[src/rtl/pwm_halfbridge_monitor.sv]
// Half-bridge gate monitor: measures per-period on-times, deadtimes and both-off time
// of the highside/lowside gate signals and flags shoot-through and runt pulses.
module pwm_halfbridge_monitor #(
    parameter int tick_count_period      = 100,
    parameter int bitwidth               = $clog2(tick_count_period) + 1,
    parameter int minimum_driver_on_time = 8
) (
    input  logic                clock,
    input  logic                reset,
    input  logic [bitwidth-1:0] tick_counter,
    input  logic                highside_input,
    input  logic                lowside_input,
    input  logic                clear_errors,
    output logic [bitwidth-1:0] measured_tick_count_highside,
    output logic [bitwidth-1:0] measured_tick_count_lowside,
    output logic [bitwidth-1:0] measured_deadtime_hs_to_ls,
    output logic [bitwidth-1:0] measured_deadtime_ls_to_hs,
    output logic [bitwidth-1:0] measured_both_gates_off,
    output logic                measurement_valid,
    output logic                shortcircuit_error,
    output logic                pulse_too_short_error,
    output logic                debug_state
);

    typedef enum logic {
        STATE_WAIT_SYNC = 1'b0,
        STATE_MEASURE   = 1'b1
    } state_t;

    typedef enum logic [1:0] {
        LAST_NONE = 2'd0,
        LAST_HS   = 2'd1,
        LAST_LS   = 2'd2
    } last_on_t;

    localparam logic [bitwidth-1:0] last_tick = bitwidth'(tick_count_period - 1);
    localparam logic [bitwidth-1:0] min_on    = bitwidth'(minimum_driver_on_time);

    function automatic logic [bitwidth-1:0] sat_inc(input logic [bitwidth-1:0] v);
        return (v == {bitwidth{1'b1}}) ? v : v + 1'b1;
    endfunction

    // Stage-1 samples: gates and counter registered together so they stay aligned.
    logic                hs_s_q, hs_s_d, ls_s_q, ls_s_d;
    logic [bitwidth-1:0] tick_s_q, tick_s_d;

    state_t              state_q, state_d;
    last_on_t            last_on_q, last_on_d;

    logic [bitwidth-1:0] hs_acc_q, hs_acc_d, ls_acc_q, ls_acc_d;
    logic [bitwidth-1:0] h2l_acc_q, h2l_acc_d, l2h_acc_q, l2h_acc_d;
    logic [bitwidth-1:0] off_acc_q, off_acc_d;
    logic [bitwidth-1:0] hs_run_q, hs_run_d, ls_run_q, ls_run_d;

    logic [bitwidth-1:0] meas_hs_q, meas_hs_d, meas_ls_q, meas_ls_d;
    logic [bitwidth-1:0] meas_h2l_q, meas_h2l_d, meas_l2h_q, meas_l2h_d;
    logic [bitwidth-1:0] meas_off_q, meas_off_d;
    logic                valid_q, valid_d;
    logic                sc_err_q, sc_err_d, short_err_q, short_err_d;

    logic [bitwidth-1:0] hs_acc_n, ls_acc_n, h2l_acc_n, l2h_acc_n, off_acc_n;
    logic                both_off, period_end, sc_set, short_set;

    always_comb begin
        hs_s_d      = highside_input;
        ls_s_d      = lowside_input;
        tick_s_d    = tick_counter;
        state_d     = state_q;
        last_on_d   = last_on_q;
        hs_acc_d    = hs_acc_q;
        ls_acc_d    = ls_acc_q;
        h2l_acc_d   = h2l_acc_q;
        l2h_acc_d   = l2h_acc_q;
        off_acc_d   = off_acc_q;
        meas_hs_d   = meas_hs_q;
        meas_ls_d   = meas_ls_q;
        meas_h2l_d  = meas_h2l_q;
        meas_l2h_d  = meas_l2h_q;
        meas_off_d  = meas_off_q;
        valid_d     = 1'b0;

        both_off    = ~hs_s_q & ~ls_s_q;
        period_end  = (tick_s_q == last_tick);
        hs_acc_n    = hs_s_q ? sat_inc(hs_acc_q) : hs_acc_q;
        ls_acc_n    = ls_s_q ? sat_inc(ls_acc_q) : ls_acc_q;
        off_acc_n   = both_off ? sat_inc(off_acc_q) : off_acc_q;
        h2l_acc_n   = (both_off && last_on_q == LAST_HS) ? sat_inc(h2l_acc_q) : h2l_acc_q;
        l2h_acc_n   = (both_off && last_on_q == LAST_LS) ? sat_inc(l2h_acc_q) : l2h_acc_q;

        // A nonzero run counter means the previous sample was high, so a low
        // sample here closes a pulse of exactly run_q ticks.
        hs_run_d    = hs_s_q ? sat_inc(hs_run_q) : '0;
        ls_run_d    = ls_s_q ? sat_inc(ls_run_q) : '0;
        short_set   = (!hs_s_q && hs_run_q != '0 && hs_run_q < min_on) ||
                      (!ls_s_q && ls_run_q != '0 && ls_run_q < min_on);
        sc_set      = hs_s_q & ls_s_q;

        case (state_q)
            STATE_WAIT_SYNC: begin
                if (period_end) begin
                    state_d   = STATE_MEASURE;
                    hs_acc_d  = '0;
                    ls_acc_d  = '0;
                    h2l_acc_d = '0;
                    l2h_acc_d = '0;
                    off_acc_d = '0;
                end
            end
            STATE_MEASURE: begin
                if (hs_s_q && !ls_s_q) begin
                    last_on_d = LAST_HS;
                end else if (!hs_s_q && ls_s_q) begin
                    last_on_d = LAST_LS;
                end
                // measurement_valid is a one-cycle strobe without back-pressure;
                // measured_* are stable from the strobe until the next one.
                if (period_end) begin
                    meas_hs_d  = hs_acc_n;
                    meas_ls_d  = ls_acc_n;
                    meas_h2l_d = h2l_acc_n;
                    meas_l2h_d = l2h_acc_n;
                    meas_off_d = off_acc_n;
                    valid_d    = 1'b1;
                    hs_acc_d   = '0;
                    ls_acc_d   = '0;
                    h2l_acc_d  = '0;
                    l2h_acc_d  = '0;
                    off_acc_d  = '0;
                end else begin
                    hs_acc_d   = hs_acc_n;
                    ls_acc_d   = ls_acc_n;
                    h2l_acc_d  = h2l_acc_n;
                    l2h_acc_d  = l2h_acc_n;
                    off_acc_d  = off_acc_n;
                end
            end
            default: state_d = STATE_WAIT_SYNC;
        endcase

        sc_err_d    = sc_set ? 1'b1 : (clear_errors ? 1'b0 : sc_err_q);
        short_err_d = short_set ? 1'b1 : (clear_errors ? 1'b0 : short_err_q);
    end

    always_ff @(posedge clock) begin
        if (!reset) begin
            hs_s_q      <= 1'b0;
            ls_s_q      <= 1'b0;
            tick_s_q    <= '0;
            state_q     <= STATE_WAIT_SYNC;
            last_on_q   <= LAST_NONE;
            hs_acc_q    <= '0;
            ls_acc_q    <= '0;
            h2l_acc_q   <= '0;
            l2h_acc_q   <= '0;
            off_acc_q   <= '0;
            hs_run_q    <= '0;
            ls_run_q    <= '0;
            meas_hs_q   <= '0;
            meas_ls_q   <= '0;
            meas_h2l_q  <= '0;
            meas_l2h_q  <= '0;
            meas_off_q  <= '0;
            valid_q     <= 1'b0;
            sc_err_q    <= 1'b0;
            short_err_q <= 1'b0;
        end else begin
            hs_s_q      <= hs_s_d;
            ls_s_q      <= ls_s_d;
            tick_s_q    <= tick_s_d;
            state_q     <= state_d;
            last_on_q   <= last_on_d;
            hs_acc_q    <= hs_acc_d;
            ls_acc_q    <= ls_acc_d;
            h2l_acc_q   <= h2l_acc_d;
            l2h_acc_q   <= l2h_acc_d;
            off_acc_q   <= off_acc_d;
            hs_run_q    <= hs_run_d;
            ls_run_q    <= ls_run_d;
            meas_hs_q   <= meas_hs_d;
            meas_ls_q   <= meas_ls_d;
            meas_h2l_q  <= meas_h2l_d;
            meas_l2h_q  <= meas_l2h_d;
            meas_off_q  <= meas_off_d;
            valid_q     <= valid_d;
            sc_err_q    <= sc_err_d;
            short_err_q <= short_err_d;
        end
    end

    assign measured_tick_count_highside = meas_hs_q;
    assign measured_tick_count_lowside  = meas_ls_q;
    assign measured_deadtime_hs_to_ls   = meas_h2l_q;
    assign measured_deadtime_ls_to_hs   = meas_l2h_q;
    assign measured_both_gates_off      = meas_off_q;
    assign measurement_valid            = valid_q;
    assign shortcircuit_error           = sc_err_q;
    assign pulse_too_short_error        = short_err_q;
    assign debug_state                  = state_q;

endmodule

[config.mk]
export PLATFORM = sky130hd
export DESIGN_NAME = pwm_halfbridge_monitor
export DESIGN_NICKNAME = d
export VERILOG_FILES = /design/src/rtl/pwm_halfbridge_monitor.sv
export SDC_FILE = /design/constraint.sdc
export NUM_CORES = 1
export LEC_CHECK = 0
export ABC_AREA = 1
export CAP_MARGIN = 20
export CORE_ASPECT_RATIO = 0.9
export CORE_MARGIN = 3
export CORE_UTILIZATION = 30
export CTS_CLUSTER_DIAMETER = 80
export DETAILED_ROUTE_END_ITERATION = 8
export PLACE_DENSITY = 0.45
export SYNTH_ARGS = -nofsm -noshare
export SYNTH_HDL_FRONTEND = slang
export SYNTH_SLANG_ARGS = --single-unit
[constraint.sdc]
create_clock -name clock -period 1.9 [get_ports clock]
set_input_delay 0.285 -clock clock [delete_from_list [all_inputs] [get_ports clock]]
set_output_delay 0.285 -clock clock [all_outputs]
set_load 0.05 [all_outputs]
==> impl_metrics.yaml <==
status:
  status: "completed"
logic_synthesis:
  ys_async_sr_fraction: 0
  ys_warn_count: 0
  synth_seq_cells: 112
  yosys.cell_types.count: 31
  synthTopCellsByArea: "dfxtp_1 (41%), nand2_1 (15%), inv_1 (8.0%)"
  synth-seq-area-share: 0.411
  yosysTopAreaCellShare: 0.411
  synth_area_per_cell_um2: 6.74
  syn-num-nets: 834
  synth_top_cell_by_area: "dfxtp_1"
  synthFlopType: "dfxtp_1"
  synth-edff-count: 0
  synth_cells: 809
  synth_area_mm2: 0.00545
setup_path:
  cp-end-kind: "output pin"
  start_kind: "flop"
  critPathBufInv: 1
  path_cells: "clkdlybuf4s50_1"
  path_class: "flop to output pin"
  max_stage_delay_ps: 810
  cp_data_required_time_ps: 1620
  slowest_stage: "clkdlybuf4s50_1"
  arrival_ps: 1530
  path_max_fanout: 2
  critPathTopFamily: "buffers and inverters"
power:
  p_seq_frac: 0.525
  clkPwrFrac: 0.439
  powerDensity_mw_per_mm2: 679
  sw_frac_of_total: 0.233
  max-vdd-ir-drop_v: 0.000508
  leakage_uw: 0.00275
  internal-power_uw: 3460
  pwr-share-comb: 0.036
  power_switching_uw: 1050
sta:
  fin_crit_ps: 1810
  hold_slack_ps: 453
  setup_viol: 0
  min_period_over_period: 0.954
  finalHoldViolCount: 0
  worst_slew_pin_slew_ps: 509
  worst_slack_ps: 88.2
  slew_viol_final: 0
  fin_skew_ps: 7.63
  rsz0062_at_grt: "true"
  slew_headroom: 0.659
  fmax_mhz: 552
floorplan:
  pin_count: 57
  die_h_um: 134
  dieArea_mm2: 0.0198
  coreArea_mm2: 0.0177
  die_x_um: 148
  rows: 46
  initial_core_util: 0.308
route:
  wire_per_inst_um: 12.4
  drc_errors: 0
  via_per_inst: 4.57
  drtAntennaViolNets: 0
  drt_iter0_drc: 342
  first_pass_iters: 4
  routed-via-count: 5069
  totalWireLength_um: 13700
placed_design:
  dpl_cell_area_mm2: 0.00633
  dp_hpwl_um: 9400
  post-place-ws_ps: 87.0
  place.port_buffers: 56
  gp_congestion: 0.827
clock_network:
  numCtsBuffers: 9
  h-tree-depth: 3
  cts_max_path_buffers: 2
  cts_root_buffer: "clkbuf_16"
  cts_tree: "yes"
  cts.clk_slew.worst_paths_ps: 70
  postCtsSetupBuffers: 0
  cts_sinks: 112
  clock_latency_ps: 360
global_route:
  grt_usage: 0.142
  antenna_found_initial: 0
  grt_max_degree: 42
  first_global_vias: 4789
  grt_first_pass_wirelength_um: 23000
  gr-total-overflow: 0
final_layout:
  mostFrequentLayoutCells: "nand2_1 (218), inv_1 (116), dfxtp_1 (112)"
  seqCellArea_mm2: 0.00224
  area_delta_synth_final_pct: 21.9
  fillCellCount: 1931
  drive_above_1_share: 0.0588
  final_common_cell: "nand2_1"
  antenna_cells: 0
  nets: 888
  multi_input_area_mm2: 0.00266
  fin_area_mm2: 0.00665
worst_hold_path:
  hold_path.class: "primary input to flop"
job:
  drv_cap: 0
-- timing repair --
action / in CTS / in global routing
hold buffers: 0 / 0
gates resized for setup: 0 / 4
setup endpoints to repair: 0 / 13
hold endpoints to repair: 0 / 0
-- cells in the mapped netlist, types with 12 or more instances --
master / count
ha_1: 12
o211ai_1: 12
nand4_1: 15
o21ai_0: 43
dfxtp_1: 112
inv_1: 116
buf_2: 13
nor2_1: 56
nand2_1: 218
a21oi_1: 72
nand3_1: 80
clkbuf_1: 15
-- flip-flops by register name, indices dropped and copies added (netlist names), 2 cells and up --
register,flops
h2l_acc_q,8
hs_acc_q,8
hs_run_q,8
l2h_acc_q,8
last_on_q,2
ls_acc_q,8
ls_run_q,8
measured_both_gates_off,8
measured_deadtime_hs_to_ls,8
measured_deadtime_ls_to_hs,8
measured_tick_count_highside,8
measured_tick_count_lowside,8
off_acc_q,8
tick_s_q,8
-- per-stage QoR --
stage | total power (uW) | setup TNS, ps | util | std cells
final | 4510 | 0 | 0.375 | 1108
after CTS | 4600 | 0 | 0.374 | 1108
after global placement | 2590 | 0 | 0.357 | 1092
after floorplan | 2510 | 0 | - | 809
after detailed placement | 2590 | 0 | 0.357 | 1092
after global routing | 4700 | -32.4 | 0.375 | 1108
-- power groups by stage --
| stage | logic (uW) | clock network, uW | registers [uW] |
|---|---|---|---|
| final | 162 | 1980 | 2370 |
| after global routing | 182 | 2150 | 2370 |
| after CTS | 166 | 2070 | 2370 |
| after detailed placement | 166 | 0 | 2420 |
| after global placement | 165 | 0 | 2420 |
| after floorplan | 84.7 | 0 | 2430 |
-- final cells by class --
type                    instances  area share
clock buffers                   9      0.0339
clock inverters                 7      0.0120
inverters                     117      0.0661
multi-input cells             551       0.400
flip-flops and latches        112       0.337
well taps                     240      0.0452
repair buffers                 72       0.105
-- final timing paths --
path | start | to | slack, ps | depth (start not counted)
worst max-delay path | measured_tick_count_highside[1]$_SDFFE_PN0P_ | measured_tick_count_highside[1] | 90 | 1
worst min-delay path | tick_counter[2] | tick_s_q[2]$_SDFF_PN0_ | 450 | 3
worst max register to register | hs_s_q$_SDFF_PN0_ | l2h_acc_q[6]$_SDFFE_PN0P_ | 220 | 8
worst min register to register | l2h_acc_q[3]$_SDFFE_PN0P_ | l2h_acc_q[3]$_SDFFE_PN0P_ | 500 | 2
-- logic make-up (layout without fill, tap and decap cells) --
family                   count (synthesis)  in the layout  synth area share
AND/OR/NAND/NOR                        386            386             0.300
flip-flops                             112            112             0.411
buffers and inverters                  146            205             0.104
AO/OA/AOI/OAI                          146            146             0.146
XOR/XNOR                                 7              7            0.0112
adder cells (fa/ha/maj)                 12             12            0.0275
-- routing by layer --
metal / up-vias / global-route usage / wire, um
met4: 0 / 0.0318 / 114
met2: 73 / 0.234 / 6250
li1: 2707 / - / -
met5: - / 0 / 0
met1: 2281 / 0.186 / 6820
met3: 8 / 0.0392 / 513
No activity file was read; power rests on OpenSTA's default activity.
